### config.mk
export PLATFORM = sky130hd
export DESIGN_NAME = pattern_seq_editor
export DESIGN_NICKNAME = d
export VERILOG_FILES = /design/src/rtl/pattern_seq_pkg.sv /design/src/rtl/seq_step_counter.sv /design/src/rtl/pattern_seq_editor.sv
export SDC_FILE = /design/constraint.sdc
export NUM_CORES = 1
export LEC_CHECK = 0
export BUFFER_PORTS_ARGS = -buffer_cell sky130_fd_sc_hd__buf_2
export CAP_MARGIN = 20
export CORE_AREA = 2 2 149 151
export DETAILED_ROUTE_END_ITERATION = 10
export DIE_AREA = 0 0 151 153
export PLACE_DENSITY = 0.66
export SLEW_MARGIN = 10
export SYNTH_ARGS = -nofsm -noshare
export SYNTH_HDL_FRONTEND = slang
export SYNTH_SLANG_ARGS = --single-unit
### constraint.sdc
create_clock -name clk -period 6.1 [get_ports clk]
set_input_delay 0.61 -clock clk [delete_from_list [all_inputs] [get_ports clk]]
set_output_delay 0.61 -clock clk [all_outputs]
set_load 0.03 [all_outputs]
### src/rtl/pattern_seq_pkg.sv
// Shared definitions for the multi-pattern step sequencer: mode encodings,
// clear/copy FSM states and the address-width helper.
package pattern_seq_pkg;

    localparam logic [1:0] MODE_EDIT = 2'b00;
    localparam logic [1:0] MODE_PLAY = 2'b01;

    typedef enum logic [1:0] {
        IDLE  = 2'b00,
        CLEAR = 2'b01,
        COPY  = 2'b10
    } seq_state_e;

    // Address width for n entries, never below one bit.
    function automatic int unsigned idx_width(input int unsigned n);
        return (n <= 2) ? 32'd1 : 32'($clog2(n));
    endfunction

endpackage

### src/rtl/seq_step_counter.sv
// Modulo-N step counter with enable and synchronous clear; wraps N-1 -> 0
// explicitly so non-power-of-2 step counts work.
module seq_step_counter #(
    parameter int unsigned N = 8,
    parameter int unsigned W = 3
) (
    input  logic         clk,
    input  logic         rst,
    input  logic         en,
    input  logic         clr,
    output logic [W-1:0] count
);

    always_ff @(posedge clk or posedge rst) begin
        if (rst) begin
            count <= '0;
        end else if (clr) begin
            count <= '0;
        end else if (en) begin
            count <= (count == W'(N - 1)) ? '0 : count + W'(1);
        end
    end

endmodule

### src/rtl/pattern_seq_editor.sv
// Multi-pattern trigger sequencer: strobed toggle editing, multi-cycle
// clear/copy of whole patterns, and tick-driven playback of one pattern.
module pattern_seq_editor
    import pattern_seq_pkg::*;
#(
    parameter  int unsigned NUM_TRACKS   = 4,
    parameter  int unsigned NUM_STEPS    = 8,
    parameter  int unsigned NUM_PATTERNS = 4,
    localparam int unsigned PW           = idx_width(NUM_PATTERNS),
    localparam int unsigned SW           = idx_width(NUM_STEPS)
) (
    input  logic                  clk,
    input  logic                  rst,
    input  logic [1:0]            mode,
    input  logic [PW-1:0]         edit_pat,
    input  logic [SW-1:0]         edit_step,
    input  logic                  tgl_valid,
    input  logic [NUM_TRACKS-1:0] tgl_tracks,
    input  logic                  clr_req,
    input  logic                  cpy_req,
    input  logic [PW-1:0]         cpy_src,
    input  logic [PW-1:0]         play_pat,
    input  logic                  step_tick,
    output logic [NUM_TRACKS-1:0] trig,
    output logic [SW-1:0]         play_step,
    output logic [NUM_TRACKS-1:0] edit_row,
    output logic                  busy
);

    // Storage is padded to full address range so every index is legal;
    // padded entries are never written and always read back as zero.
    localparam int unsigned PD = 32'(1) << PW;
    localparam int unsigned SD = 32'(1) << SW;

    logic [NUM_TRACKS-1:0] mem [PD][SD];

    seq_state_e    state;
    logic [SW-1:0] idx;
    logic [PW-1:0] src;
    logic [PW-1:0] dst;

    logic edit_mode;
    logic play_mode;
    logic req_any;
    logic edit_ok;
    logic dst_ok;
    logic tgl_fire;

    assign edit_mode = (mode == MODE_EDIT);
    assign play_mode = (mode == MODE_PLAY);
    assign req_any   = clr_req | cpy_req;
    assign edit_ok   = (32'(edit_pat) < NUM_PATTERNS) && (32'(edit_step) < NUM_STEPS);
    assign dst_ok    = (32'(dst) < NUM_PATTERNS);
    assign tgl_fire  = (state == IDLE) && edit_mode && tgl_valid && !req_any && edit_ok;

    assign edit_row  = mem[edit_pat][edit_step];

    // Clear/copy sequencer: one step written per cycle, NUM_STEPS cycles total.
    always_ff @(posedge clk or posedge rst) begin
        if (rst) begin
            state <= IDLE;
            idx   <= '0;
            src   <= '0;
            dst   <= '0;
            busy  <= 1'b0;
        end else begin
            case (state)
                IDLE: begin
                    idx <= '0;
                    if (edit_mode && clr_req) begin
                        state <= CLEAR;
                        dst   <= edit_pat;
                        busy  <= 1'b1;
                    end else if (edit_mode && cpy_req) begin
                        state <= COPY;
                        src   <= cpy_src;
                        dst   <= edit_pat;
                        busy  <= 1'b1;
                    end
                end
                CLEAR, COPY: begin
                    if (idx == SW'(NUM_STEPS - 1)) begin
                        state <= IDLE;
                        idx   <= '0;
                        busy  <= 1'b0;
                    end else begin
                        idx <= idx + SW'(1);
                    end
                end
                default: begin
                    state <= IDLE;
                    busy  <= 1'b0;
                end
            endcase
        end
    end

    // Pattern storage; sequencer writes take precedence over toggles.
    always_ff @(posedge clk or posedge rst) begin
        if (rst) begin
            for (int unsigned p = 0; p < PD; p++) begin
                for (int unsigned s = 0; s < SD; s++) begin
                    mem[p][s] <= '0;
                end
            end
        end else if ((state == CLEAR) && dst_ok) begin
            mem[dst][idx] <= '0;
        end else if ((state == COPY) && dst_ok) begin
            mem[dst][idx] <= mem[src][idx];
        end else if (tgl_fire) begin
            mem[edit_pat][edit_step] <= mem[edit_pat][edit_step] ^ tgl_tracks;
        end
    end

    seq_step_counter #(
        .N (NUM_STEPS),
        .W (SW)
    ) u_play_cnt (
        .clk   (clk),
        .rst   (rst),
        .en    (play_mode && step_tick),
        .clr   (!play_mode),
        .count (play_step)
    );

    // One-cycle trigger pulse carrying the row at the step being left.
    always_ff @(posedge clk or posedge rst) begin
        if (rst) begin
            trig <= '0;
        end else if (play_mode && step_tick) begin
            trig <= mem[play_pat][play_step];
        end else begin
            trig <= '0;
        end
    end

endmodule

==> reports/metrics.cfg <==
[route]
wl_per_cell_um=30.7
dr.first_iter.drc_count=1494
firstDrtPassIters=9
drc=0
vias=10300
routed_wl_mm=42.3
drtAntennaViolNets=0
vias_per_cell=7.47

[floorplanning]
core-area_um2=21500
start_util_pct=49.3
rows=54
dieArea_um2=23100
die_width_um=151
dieHeight_um=153
top_level_ports=33

[clocking]
htreeDepth=4
cts_tree=built
cts_resized=0
clockBufferDepth=2
path_clk_slew_ns=0.06
hold_buffers=0
cts_made_buffers=17
postCtsSetupRepairBufs=0
cts_sinks=145
cts_root_buffer=clkbuf_16
insertion_delay_ns=0.44

[timing]
rsz0062_at_grt=no
hold_slack_ns=0.269
fin_crit_sh_pct=62.1
setup_viol=0
fin_crit_ns=3.79
skew_ns=0.0139
setup_tns_ns=0
fmax_mhz=264
worst_pin_slew_ns=1.04
slew_violations=0
slew_headroom_pct=30.1
hold_viol_final=0

[final_layout]
post_layout_nonfiller_instances=1376
drive_gt1_share_pct=12.9
nets=1112
syn_to_final_growth_pct=7.32
mostFrequentLayoutCells=dfrtp_1, mux2i_1, a22oi_1
antenna_cells=0
final_common_cell=dfrtp_1
fill_cells=1965

[pwr]
p_sw_share_pct=38.8
seqPwrFrac_pct=38.0
p_comb_share_pct=29.8
p_leak_nw=4.49
clkPwrFrac_pct=32.2
cellPowerDensity_nw_per_um2=291
max-vdd-ir-drop_mv=0.289
internal_power_mw=2.03
fin_total_pwr_mw=3.31
power.switching_mw=1.28

[global_routing]
grt_overflow=0
grt_max_degree=77
grt_pass1_wl_mm=63.9
grt_antenna_before_repair=1
grt.total_usage_pct=37.4
grt_pass1_vias=9825

[yosys]
synth.distinct_cells=54
syn_area_per_cell_um2=9.49
synth_edf_count=0
ys_warn_count=0
syn_inst=1116
synth-seq-cells=145
synth_ff_type=dfrtp_1
synthArstFlopShare_pct=100
synthTopCellsByArea=dfrtp_1, mux2i_1, a22oi_1
synthesis.area_um2=10600
yosys.area.top_type=dfrtp_1
synth_top_area_share_pct=34.2
synth_nets=1145
seq_area_frac_synth_pct=34.2

[placement]
dp.cells=1343
dp_hpwl_mm=29.4
gp_congestion=1.07
placement.io_buffers=32

[worst_setup_path]
critPathKind=register to register
r2r_cells=7
regToRegStartpoint=state[0]
worstSetupStartpointType=register
required_ns=6.46
r2r-end=mem[90]
reg2reg_slack_ns=2.31
endpoint_kind=register
critical_path_arrival_ns=4.14
path_cells=inv_1, ha_1, nand2b_1, or3_1, nor3b_1, a22oi_1, o21ai_1
crit_slowest_cell=nand2b_1
max_stage_delay_ns=0.78
path_max_fanout=21

[hold_path]
hp-class=primary input to async pin

[flow_run]
drv_cap=0

[outcome]
run_status=finished clean

[critical path, delay by kind of cell (launching register included)]
| kind | cells | cell delay (ns) |
|---|---|---|
| and+or+nand+nor | 3 | 2.12 |
| adders and majority gates | 1 | 0.76 |
| DFF | 1 | 0.41 |
| AOI/OAI and AO/OA | 2 | 0.28 |
| buffers and inverters | 1 | 0.12 |
[registers in the layout, summed over array words and instances, names as in the netlist]
register          count
u_play_cnt.count      3
src                   2
idx                   3
mem                 128
busy                  1
trig                  4
dst                   2
state                 2
[stage by stage]
stage                     area, um^2  setup WS (ns)  util (%)
after floorplan                10600           1.60         -
after global placement         10700           2.25      50.0
after detailed placement       10800           2.44      50.1
after CTS                      11400           2.54      52.8
after global routing           11400           2.27      52.9
final                          11400           2.31      52.9
[layer usage]
metal	global-route usage, %	part of all wire [%]	wire [um]
met1	53.4	39	16700
met3	9.46	12	5270
met5	0	0	0
met2	53.4	43	18000
met4	17.1	5.5	2310
[final cells by class]
type	instances	area, um^2	area share [%]
Clock buffer	20	447	3.93
Multi-Input combinational cell	869	6490	57.1
Timing Repair Buffer	45	293	2.57
Clock inverter	12	133	1.17
Inverter	5	23.8	0.209
Sequential cell	145	3630	31.9
Tap cell	280	350	3.08
[synth_stat cells (all sizes together), types with 8 or more instances]
master,instances
mux2i,137
nor4,17
o21bai,20
clkbuf,25
a22oi,128
a21o,13
buf,72
nor2b,12
o21ai,139
ha,8
nand2,86
or4b,8
nor3,24
nor2,48
nand4b,8
dfrtp,145
a21oi,29
o22ai,64
nand3,15
and2,8
nor3b,16
mux4,36
[worst max path at each step]
stage	startpoint	end	slack (ns)	depth (start not counted)
after floorplan	rst	busy	1.60	1
after global placement	edit_pat[0]	mem[79]	2.25	7
after detailed placement	edit_pat[0]	mem[103]	2.44	8
after CTS	state[0]	mem[88]	2.54	7
after global routing	state[0]	mem[88]	2.27	7
final	state[0]	mem[90]	2.31	7
[logic make-up (layout without fill, tap and decap cells)]
| group | count (synthesis) | after routing | share of synthesized area [%] |
|---|---|---|---|
| AO/OA/AOI/OAI | 406 | 406 | 24.3 |
| XOR/XNOR | 4 | 4 | 0.614 |
| adder cells (fa/ha/maj) | 8 | 8 | 0.945 |
| buffers and inverters | 102 | 82 | 4.68 |
| flip-flops | 145 | 145 | 34.2 |
| multiplexers | 177 | 177 | 21.0 |
| AND/OR/NAND/NOR | 274 | 274 | 14.3 |
[power groups by stage]
stage          registers, mW  logic (mW)  clock network (mW)
6_report                1.26       0.988                1.07
2_1_floorplan           1.09       0.832                   0
3_3_place_gp            1.26       0.932                   0
5_1_grt                 1.27        1.03                1.12
3_5_place_dp            1.26       0.942                   0
4_1_cts                 1.24       0.946                1.08
Note: power is estimated with default switching activity, not from simulation.
